<file path="src/rtl/obi_apb_bridge_if.sv">
// rtl/obi_apb_bridge_if.sv - OBI request/response and APB bus bundle for the bridge
interface obi_apb_bridge_if #(
  parameter int OBI_AW  = 32,
  parameter int OBI_DW  = 32,
  parameter int OBI_IDW = 1
);
  // OBI request channel (initiator -> bridge)
  logic                  obi_req;
  logic [OBI_AW-1:0]     obi_addr;
  logic                  obi_we;
  logic [OBI_DW/8-1:0]   obi_be;
  logic [OBI_DW-1:0]     obi_wdata;
  logic [OBI_IDW-1:0]    obi_aid;
  logic                  obi_gnt;
  logic                  obi_gntpar;

  // OBI response channel (bridge -> initiator)
  logic                  obi_rvalid;
  logic                  obi_rvalidpar;
  logic [OBI_DW-1:0]     obi_rdata;
  logic [OBI_IDW-1:0]    obi_rid;
  logic                  obi_err;
  logic                  obi_rready;

  // APB channel (bridge -> target and back)
  logic [OBI_AW-1:0]     paddr;
  logic                  psel;
  logic                  penable;
  logic                  pwrite;
  logic [OBI_DW-1:0]     pwdata;
  logic [OBI_DW/8-1:0]   pstrb;
  logic                  pready;
  logic [OBI_DW-1:0]     prdata;
  logic                  pslverr;

  // Bridge side: OBI slave and APB master
  modport slave (
    input  obi_req, obi_addr, obi_we, obi_be, obi_wdata, obi_aid, obi_rready,
    output obi_gnt, obi_gntpar, obi_rvalid, obi_rvalidpar, obi_rdata, obi_rid, obi_err,
    output paddr, psel, penable, pwrite, pwdata, pstrb,
    input  pready, prdata, pslverr
  );

  // Environment side: OBI initiator and APB target
  modport master (
    output obi_req, obi_addr, obi_we, obi_be, obi_wdata, obi_aid, obi_rready,
    input  obi_gnt, obi_gntpar, obi_rvalid, obi_rvalidpar, obi_rdata, obi_rid, obi_err,
    input  paddr, psel, penable, pwrite, pwdata, pstrb,
    output pready, prdata, pslverr
  );
endinterface

</file>
<file path="src/rtl/obi_apb_bridge.sv">
// rtl/obi_apb_bridge.sv - OBI slave to APB master bridge with one transaction in flight
module obi_apb_bridge #(
  parameter int OBI_AW         = 32,
  parameter int OBI_DW         = 32,
  parameter int OBI_IDW        = 1,
  parameter int TIMEOUT_CYCLES = 255
) (
  input  logic            clk,
  input  logic            reset,
  obi_apb_bridge_if.slave bus
);

  localparam int BEW = OBI_DW / 8;
  // Counter only needs to reach TIMEOUT_CYCLES-1; keep at least one bit when disabled
  localparam int TCW = (TIMEOUT_CYCLES < 2) ? 1 : $clog2(TIMEOUT_CYCLES + 1);
  localparam logic [TCW-1:0] TC_LAST = (TIMEOUT_CYCLES == 0) ? '0 : TCW'(TIMEOUT_CYCLES - 1);

  typedef enum logic [1:0] {
    IDLE   = 2'd0,
    SETUP  = 2'd1,
    ACCESS = 2'd2,
    RESP   = 2'd3
  } state_e;

  state_e              state_q, state_d;
  logic [OBI_AW-1:0]   paddr_q, paddr_d;
  logic                pwrite_q, pwrite_d;
  logic [OBI_DW-1:0]   pwdata_q, pwdata_d;
  logic [BEW-1:0]      pstrb_q, pstrb_d;
  logic [OBI_IDW-1:0]  rid_q, rid_d;
  logic [OBI_DW-1:0]   rdata_q, rdata_d;
  logic                err_q, err_d;
  logic [TCW-1:0]      tcnt_q, tcnt_d;

  logic grant;
  logic timeout_hit;
  logic in_resp;

  // Grant is purely combinational in IDLE and suppressed while reset is held
  assign grant       = (state_q == IDLE) && bus.obi_req && !reset;
  // The final stalled ACCESS cycle: counter has already seen TIMEOUT_CYCLES-1 stalls
  assign timeout_hit = (TIMEOUT_CYCLES != 0) && !bus.pready && (tcnt_q == TC_LAST);
  assign in_resp     = (state_q == RESP);

  // State and captured-field registers with synchronous reset
  always_ff @(posedge clk) begin
    if (reset) begin
      state_q  <= IDLE;
      paddr_q  <= '0;
      pwrite_q <= 1'b0;
      pwdata_q <= '0;
      pstrb_q  <= '0;
      rid_q    <= '0;
      rdata_q  <= '0;
      err_q    <= 1'b0;
      tcnt_q   <= '0;
    end else begin
      state_q  <= state_d;
      paddr_q  <= paddr_d;
      pwrite_q <= pwrite_d;
      pwdata_q <= pwdata_d;
      pstrb_q  <= pstrb_d;
      rid_q    <= rid_d;
      rdata_q  <= rdata_d;
      err_q    <= err_d;
      tcnt_q   <= tcnt_d;
    end
  end

  // Next-state logic: pready wins over timeout in the same ACCESS cycle
  always_comb begin
    state_d = state_q;
    unique case (state_q)
      IDLE:   if (grant) state_d = SETUP;
      SETUP:  state_d = ACCESS;
      ACCESS: if (bus.pready || timeout_hit) state_d = RESP;
      RESP:   if (bus.obi_rready) state_d = IDLE;
      default: state_d = IDLE;
    endcase
  end

  // Datapath: capture request on grant, latch response, run the timeout counter
  always_comb begin
    paddr_d  = paddr_q;
    pwrite_d = pwrite_q;
    pwdata_d = pwdata_q;
    pstrb_d  = pstrb_q;
    rid_d    = rid_q;
    rdata_d  = rdata_q;
    err_d    = err_q;
    tcnt_d   = tcnt_q;
    unique case (state_q)
      IDLE: begin
        if (grant) begin
          paddr_d  = {bus.obi_addr[OBI_AW-1:2], 2'b00};
          pwrite_d = bus.obi_we;
          pwdata_d = bus.obi_we ? bus.obi_wdata : '0;
          pstrb_d  = bus.obi_we ? bus.obi_be : '0;
          rid_d    = bus.obi_aid;
        end
      end
      SETUP: begin
        tcnt_d = '0;
      end
      ACCESS: begin
        if (bus.pready) begin
          rdata_d = pwrite_q ? '0 : bus.prdata;
          err_d   = bus.pslverr;
        end else if (timeout_hit) begin
          rdata_d = '0;
          err_d   = 1'b1;
        end else if (TIMEOUT_CYCLES != 0) begin
          tcnt_d = tcnt_q + TCW'(1);
        end
      end
      RESP: begin
      end
      default: begin
      end
    endcase
  end

  // Outputs: APB strobes from state, response fields zeroed unless rvalid
  always_comb begin
    bus.obi_gnt       = grant;
    bus.obi_gntpar    = ~grant;
    bus.psel          = (state_q == SETUP) || (state_q == ACCESS);
    bus.penable       = (state_q == ACCESS);
    bus.paddr         = paddr_q;
    bus.pwrite        = pwrite_q;
    bus.pwdata        = pwdata_q;
    bus.pstrb         = pstrb_q;
    bus.obi_rvalid    = in_resp;
    bus.obi_rvalidpar = ~in_resp;
    bus.obi_rdata     = in_resp ? rdata_q : '0;
    bus.obi_err       = in_resp ? err_q : 1'b0;
    bus.obi_rid       = in_resp ? rid_q : '0;
  end

endmodule

</file>
<file path="src/flat_wrapper.sv">
// flat-port wrapper written by rule: the top's interface ports become plain ports
module obi_apb_bridge_flat 
#(
  parameter int OBI_AW         = 32,
  parameter int OBI_DW         = 32,
  parameter int OBI_IDW        = 1,
  parameter int TIMEOUT_CYCLES = 255
)
  (clk, reset, bus_obi_req, bus_obi_addr, bus_obi_we, bus_obi_be, bus_obi_wdata, bus_obi_aid, bus_obi_rready, bus_obi_gnt, bus_obi_gntpar, bus_obi_rvalid, bus_obi_rvalidpar, bus_obi_rdata, bus_obi_rid, bus_obi_err, bus_paddr, bus_psel, bus_penable, bus_pwrite, bus_pwdata, bus_pstrb, bus_pready, bus_prdata, bus_pslverr);
  obi_apb_bridge_if #(.OBI_AW(OBI_AW), .OBI_DW(OBI_DW), .OBI_IDW(OBI_IDW)) bus_i ();
  input  logic clk;
  input  logic reset;
  input wire logic [$bits(bus_i.obi_req)-1:0] bus_obi_req;
  input wire logic [$bits(bus_i.obi_addr)-1:0] bus_obi_addr;
  input wire logic [$bits(bus_i.obi_we)-1:0] bus_obi_we;
  input wire logic [$bits(bus_i.obi_be)-1:0] bus_obi_be;
  input wire logic [$bits(bus_i.obi_wdata)-1:0] bus_obi_wdata;
  input wire logic [$bits(bus_i.obi_aid)-1:0] bus_obi_aid;
  input wire logic [$bits(bus_i.obi_rready)-1:0] bus_obi_rready;
  output wire logic [$bits(bus_i.obi_gnt)-1:0] bus_obi_gnt;
  output wire logic [$bits(bus_i.obi_gntpar)-1:0] bus_obi_gntpar;
  output wire logic [$bits(bus_i.obi_rvalid)-1:0] bus_obi_rvalid;
  output wire logic [$bits(bus_i.obi_rvalidpar)-1:0] bus_obi_rvalidpar;
  output wire logic [$bits(bus_i.obi_rdata)-1:0] bus_obi_rdata;
  output wire logic [$bits(bus_i.obi_rid)-1:0] bus_obi_rid;
  output wire logic [$bits(bus_i.obi_err)-1:0] bus_obi_err;
  output wire logic [$bits(bus_i.paddr)-1:0] bus_paddr;
  output wire logic [$bits(bus_i.psel)-1:0] bus_psel;
  output wire logic [$bits(bus_i.penable)-1:0] bus_penable;
  output wire logic [$bits(bus_i.pwrite)-1:0] bus_pwrite;
  output wire logic [$bits(bus_i.pwdata)-1:0] bus_pwdata;
  output wire logic [$bits(bus_i.pstrb)-1:0] bus_pstrb;
  input wire logic [$bits(bus_i.pready)-1:0] bus_pready;
  input wire logic [$bits(bus_i.prdata)-1:0] bus_prdata;
  input wire logic [$bits(bus_i.pslverr)-1:0] bus_pslverr;
  assign bus_i.obi_req = bus_obi_req;
  assign bus_i.obi_addr = bus_obi_addr;
  assign bus_i.obi_we = bus_obi_we;
  assign bus_i.obi_be = bus_obi_be;
  assign bus_i.obi_wdata = bus_obi_wdata;
  assign bus_i.obi_aid = bus_obi_aid;
  assign bus_i.obi_rready = bus_obi_rready;
  assign bus_obi_gnt = bus_i.obi_gnt;
  assign bus_obi_gntpar = bus_i.obi_gntpar;
  assign bus_obi_rvalid = bus_i.obi_rvalid;
  assign bus_obi_rvalidpar = bus_i.obi_rvalidpar;
  assign bus_obi_rdata = bus_i.obi_rdata;
  assign bus_obi_rid = bus_i.obi_rid;
  assign bus_obi_err = bus_i.obi_err;
  assign bus_paddr = bus_i.paddr;
  assign bus_psel = bus_i.psel;
  assign bus_penable = bus_i.penable;
  assign bus_pwrite = bus_i.pwrite;
  assign bus_pwdata = bus_i.pwdata;
  assign bus_pstrb = bus_i.pstrb;
  assign bus_i.pready = bus_pready;
  assign bus_i.prdata = bus_prdata;
  assign bus_i.pslverr = bus_pslverr;
  obi_apb_bridge #(.OBI_AW(OBI_AW), .OBI_DW(OBI_DW), .OBI_IDW(OBI_IDW), .TIMEOUT_CYCLES(TIMEOUT_CYCLES)) u_core (.clk(clk), .reset(reset), .bus(bus_i));
endmodule
</file>
<file path="config.mk">
export PLATFORM = sky130hd
export DESIGN_NAME = obi_apb_bridge_flat
export DESIGN_NICKNAME = d
export VERILOG_FILES = /design/src/rtl/obi_apb_bridge_if.sv /design/src/rtl/obi_apb_bridge.sv /design/src/flat_wrapper.sv
export SDC_FILE = /design/constraint.sdc
export NUM_CORES = 1
export LEC_CHECK = 0
export CAP_MARGIN = 0
export CORE_UTILIZATION = 25
export DETAILED_ROUTE_END_ITERATION = 7
export PLACE_DENSITY = 0.59
export RECOVER_POWER = 25
export SYNTH_ARGS = -nofsm -noshare
export SYNTH_HDL_FRONTEND = slang
export SYNTH_SLANG_ARGS = --single-unit
</file>
<file path="constraint.sdc">
create_clock -name clk -period 1.85 [get_ports clk]
set_input_delay 0.185 -clock clk [delete_from_list [all_inputs] [get_ports clk]]
set_output_delay 0.185 -clock clk [all_outputs]
set_load 0.02 [all_outputs]
</file>
==> After elaboration in Yosys (flattened, before gate mapping) <==
Cells that the tools add are included.
{ "op_classes": {"add_sub_neg": 1, "eq_ne": 9, "n_mux": 17, "bitwise_logic": 2, "n_reduce_logical": 14} }
{ "op_table": {"columns": ["operator", "count"], "rows": [
  ["$mux 32", 5],
  ["$mux 8", 2],
  ["$pmux 8 s2", 1],
  ["$add 8x1->8 const B", 1],
  ["$eq 8x8->1 const B", 1],
  ["$pmux 2 s4", 1],
  ["$mux 2", 3],
  ["$ne 2x2->1 const B", 3],
  ["$reduce_and 3->1", 2],
  ["$eq 2x2->1 const B", 2],
  ["$mux 1", 4],
  ["$mux 4", 1],
  ["$ne 2x1->1 const B", 2],
  ["$reduce_and 2->1", 2],
  ["$reduce_bool 2->1", 2],
  ["$logic_and 1x1->1", 3],
  ["$eq 2x1->1 const B", 1],
  ["$logic_not 1->1", 2],
  ["$logic_not 2->1", 1],
  ["$logic_or 1x1->1", 2],
  ["$not 1->1", 2]
]} }
{ "totals": {"regBits": 111, "input_bits": 108, "out_inout_bits": 109, "wordCells": 52} }

==> Logic depth before layout (Yosys ltp) <==
{ "depth": {"ltp_word": 5, "ltp_mapped": 8, "mapped_depth_nobuf": 6} }

==> Worst setup path before layout <==
No wires, ideal clock.
{ "synth_timing": {"kind": "register -> output", "from": "reg u_core.state_q[0]", "to": "out bus_obi_gnt", "arrival_time_ps": 1619, "setup_slack_ps": 46, "stages_incl_launch_ff": 9, "cell_sequence": "dfxtp_1 > inv_1 > ha_1 > and2_1 > buf_2 > buf_2 > buf_2 > nand2_1 > inv_1"} }
{ "synth_between": {"elab_chain_len": 3} }
{ "synth_rtl": {"columns": ["item", "line_no", "text"], "rows": [
  ["start, declared", "obi_apb_bridge.sv:25", "state_e state_q, state_d;"],
  ["start signal, assigned", "obi_apb_bridge.sv:58", "state_q <= state_d;"],
  ["$logic_not 2->1", "obi_apb_bridge.sv:40", "assign grant = (state_q == IDLE) && bus.obi_req && !reset;"],
  ["$logic_and 1x1->1 (2 in series)", "obi_apb_bridge.sv:40", null],
  ["end, declared", "flat_wrapper.sv:20", "output wire logic [$bits(bus_i.obi_gnt)-1:0] bus_obi_gnt;"]
]} }
Every way passes these cells.

==> Worst setup path in the final report <==
{ "layout_timing": {"from": "reg u_core.state_q[1]", "to": "out bus_obi_rdata[7]"} }
{ "layout_between": {"elab_chain_len": 2} }
{ "layout_rtl": {"columns": ["item", "line_no", "text"], "rows": [
  ["$eq 2x2->1", "obi_apb_bridge.sv:43", "assign in_resp = (state_q == RESP);"],
  ["$mux 32", "obi_apb_bridge.sv:135", "bus.obi_rdata = in_resp ? rdata_q : '0;"],
  ["end, declared", "flat_wrapper.sv:24", "output wire logic [$bits(bus_i.obi_rdata)-1:0] bus_obi_rdata;"]
]} }
Every way passes these cells.

==> results.ini <==
[final_layout]
fin_nets = 878
n_antenna_cell = 0
drive_gt1_share_pct = 8.59
layout_common_cells = nand2_1 (169), clkdlybuf4s50_1 (155), dfxtp_1 (109)
fillCellCount = 1841
area.growth.synth_to_final_pct = 61.8
layout_commonest_cell = nand2_1
register_area_um2 = 2220
multi_input_area_um2 = 2180

[logic_synthesis]
synth_area_leaders = dfxtp_1 (48%), nand2_1 (14%), a21oi_1 (7.6%)
yosysSeqAreaShare_pct = 48.4
netlist_instances = 557
syn_area_um2 = 4600
postSynthAreaPerCell_um2 = 8.25
synth_top_cell_area_share_pct = 48.4
yosysTopAreaCell = dfxtp_1
synth.distinct_cells = 37
synth-seq-cells = 111
yosysWarnings = 0

[timing]
final_hold_viol_count = 0
period_share_pct = 96.2
slew_viol_final = 0
setup_violations = 0
fmax_mhz = 562
finalSetupTns_ps = 0
skew_ps = 11.3
period_minus_slack_ps = 1780

[place]
place.gp.congestion = 0.722
portBuffers = 212
dpl.hpwl_um = 9210

[cts]
htreeDepth = 3
postCtsHoldBufs = 0
clock_path_buffers = 2
cts_buffers = 9
clockRootBuffer = clkbuf_16
cts_tree = done
cts_sinks = 111
clk_pin_slew_ps = 70
clk_latency_ps = 350

[critical_path]
path_delay_family = buffers and inverters
worst-path-max-fanout = 33
startpoint_type = flop
path_cells = ha_2, buf_12, and2_1, dlygate4sd2_1
worstPathRequired_ps = 1660
crit_buf_inv = 2
startpoint = u_core.state_q[1]
ff2ff_setup_slack_ps = 140
r2r_start = u_core.tcnt_q[0]
r2r-end = u_core.state_q[1]
arrival_ps = 1590
r2r_cells = 8
critPathSlowestCell = dfxtp_2
end_kind = output pin
crit_type = reg -> out
slowest_delay_ps = 370

[routing]
wl_met1_um = 6390
route.met2.wl_um = 6010
drcViolationCount = 0
postRouteAntennaNets = 0
dr.pass1.iters = 4
drt-total-wl_um = 13900
route.met3.wl_um = 1300
dr.max_layer_used = met4
drt_iter0_markers = 120
wl_per_cell_um = 13.9
vias_per_cell = 4.36
num_vias = 4346

[status]
status = completed

[power_and_ir_drop]
power.density_nw_per_um2 = 1060
worst_ir_drop_vdd_uv = 532
p_leak_uw = 0.00299
power.total_uw = 7870

[die]
ios = 217
rows = 49
die_w_um = 138
initial_core_util_pct = 25.6
die_h_um = 138
core_um2 = 18000
die-area_um2 = 18900

[global_route]
grt_antenna_before_repair = 0
grt_usage_pct = 14.6
grt_overflow = 0
grt_pass1_wl_um = 21200
grt_pass1_vias = 4142
grt_max_degree = 80

[worst_hold_path]
hp-start = reset
worstHoldPathType = in -> reg
whs_endpoint = u_core.tcnt_q[2]
hold-path-cell-count = 3

[run]
max_cap_viol_count = 0

[power breakdown]
part / total, µW / internal, µW / switching, µW
combinational: 2850 / 1280 / 1570
sequential: 2840 / 2680 / 153
clock: 2170 / 1240 / 938
[per-layer routing]
metal | up-vias | global-route usage, %
met5 | - | 0
met4 | 0 | 5.68
met3 | 10 | 5.41
met2 | 157 | 22.3
met1 | 1939 | 18.4
li1 | 2240 | -
[metrics by stage]
| stage | cells | instance area, µm² | utilization, % | setup WS (ps) | hold WS, ps |
|---|---|---|---|---|---|
| 5_1_grt | 997 | 7430 | 41.4 | -16.0 | 343 |
| 2_1_floorplan | 558 | 4600 | - | 46.3 | 321 |
| 3_3_place_gp | 975 | 7060 | 39.3 | 18.7 | 438 |
| 6_report | 997 | 7430 | 41.4 | 70.3 | 325 |
| 4_1_cts | 991 | 7350 | 40.9 | 2.84 | 330 |
| 3_5_place_dp | 975 | 7060 | 39.3 | -29.4 | 444 |
[worst max path at each step]
stage | endpoint | slack, ps | cells past startpoint
3_3_place_gp | bus_obi_gnt | 20 | 5
5_1_grt | bus_obi_rdata[15] | -20 | 4
2_1_floorplan | bus_obi_gnt | 50 | 8
4_1_cts | bus_obi_gnt | 3 | 6
6_report | bus_obi_rdata[7] | 70 | 4
3_5_place_dp | u_core.tcnt_q[7] | -30 | 6
[cell type report]
type	count	area share, %
clock buffers	10	3.21
clock inverters	6	1.23
inverters	8	0.404
multi-input cells	395	29.3
flip-flops and latches	111	29.9
well taps	229	3.85
repair buffers	238	32.1
[cells by family (layout without fill, tap and decap cells)]
family          count (synthesis)  in the layout  synth area share (%)
simple gates                  265            265                  25.7
flops                         111            111                  48.4
compound gates                 87             87                  11.5
buf+inv                        52            262                  4.98
mux                            33             33                  7.21
fa+ha+maj                       7              7                  1.91
other cells                     1              2                0.0816
xor+xnor                        1              1                 0.191
[synth_stat cells]
library cell,instances
ha_1,7
conb_1,1
a211oi_2,1
inv_1,8
nand2_1,171
clkbuf_1,28
a2bb2oi_4,1
o31ai_1,1
mux2_2,1
buf_2,6
o2111ai_1,1
and2_1,37
o211ai_1,3
nor2_1,6
nand2b_1,3
nand3_1,39
mux2i_1,32
a41o_1,1
dfxtp_1,111
o21ai_2,1
o311ai_0,1
buf_1,4
o311ai_4,1
and3_1,1
nand4_1,3
a21oi_1,70
a211oi_1,2
nand3_2,1
and4b_1,1
o41ai_1,2
xnor2_1,1
nor3_2,2
buf_6,1
or4_1,1
buf_4,5
o21a_1,1
a32oi_1,1
[sequential cells by signal, indices dropped and copies added, names as in the netlist]
name / count
u_core.bus.paddr: 30
u_core.bus.pstrb: 4
u_core.tcnt_q: 8
u_core.rdata_q: 32
u_core.err_q: 1
u_core.rid_q: 1
u_core.bus.pwdata: 32
u_core.state_q: 2
u_core.bus.pwrite: 1
[tightest hold or removal path, cell delays in order]
cell    delay [ps]
buf_2          120
buf_12         210
nor2_1         120
[timing repair]
item | 4_1_cts | 5_1_grt
hold endpoints to repair | 0 | 0
pin swaps | 0 | 1
buffers inserted | 0 | 5
resized for setup | 52 | 36
gates cloned | 0 | 1
endpoints found under the setup margin | 41 | 28
No activity file was read; power rests on OpenSTA's default activity.
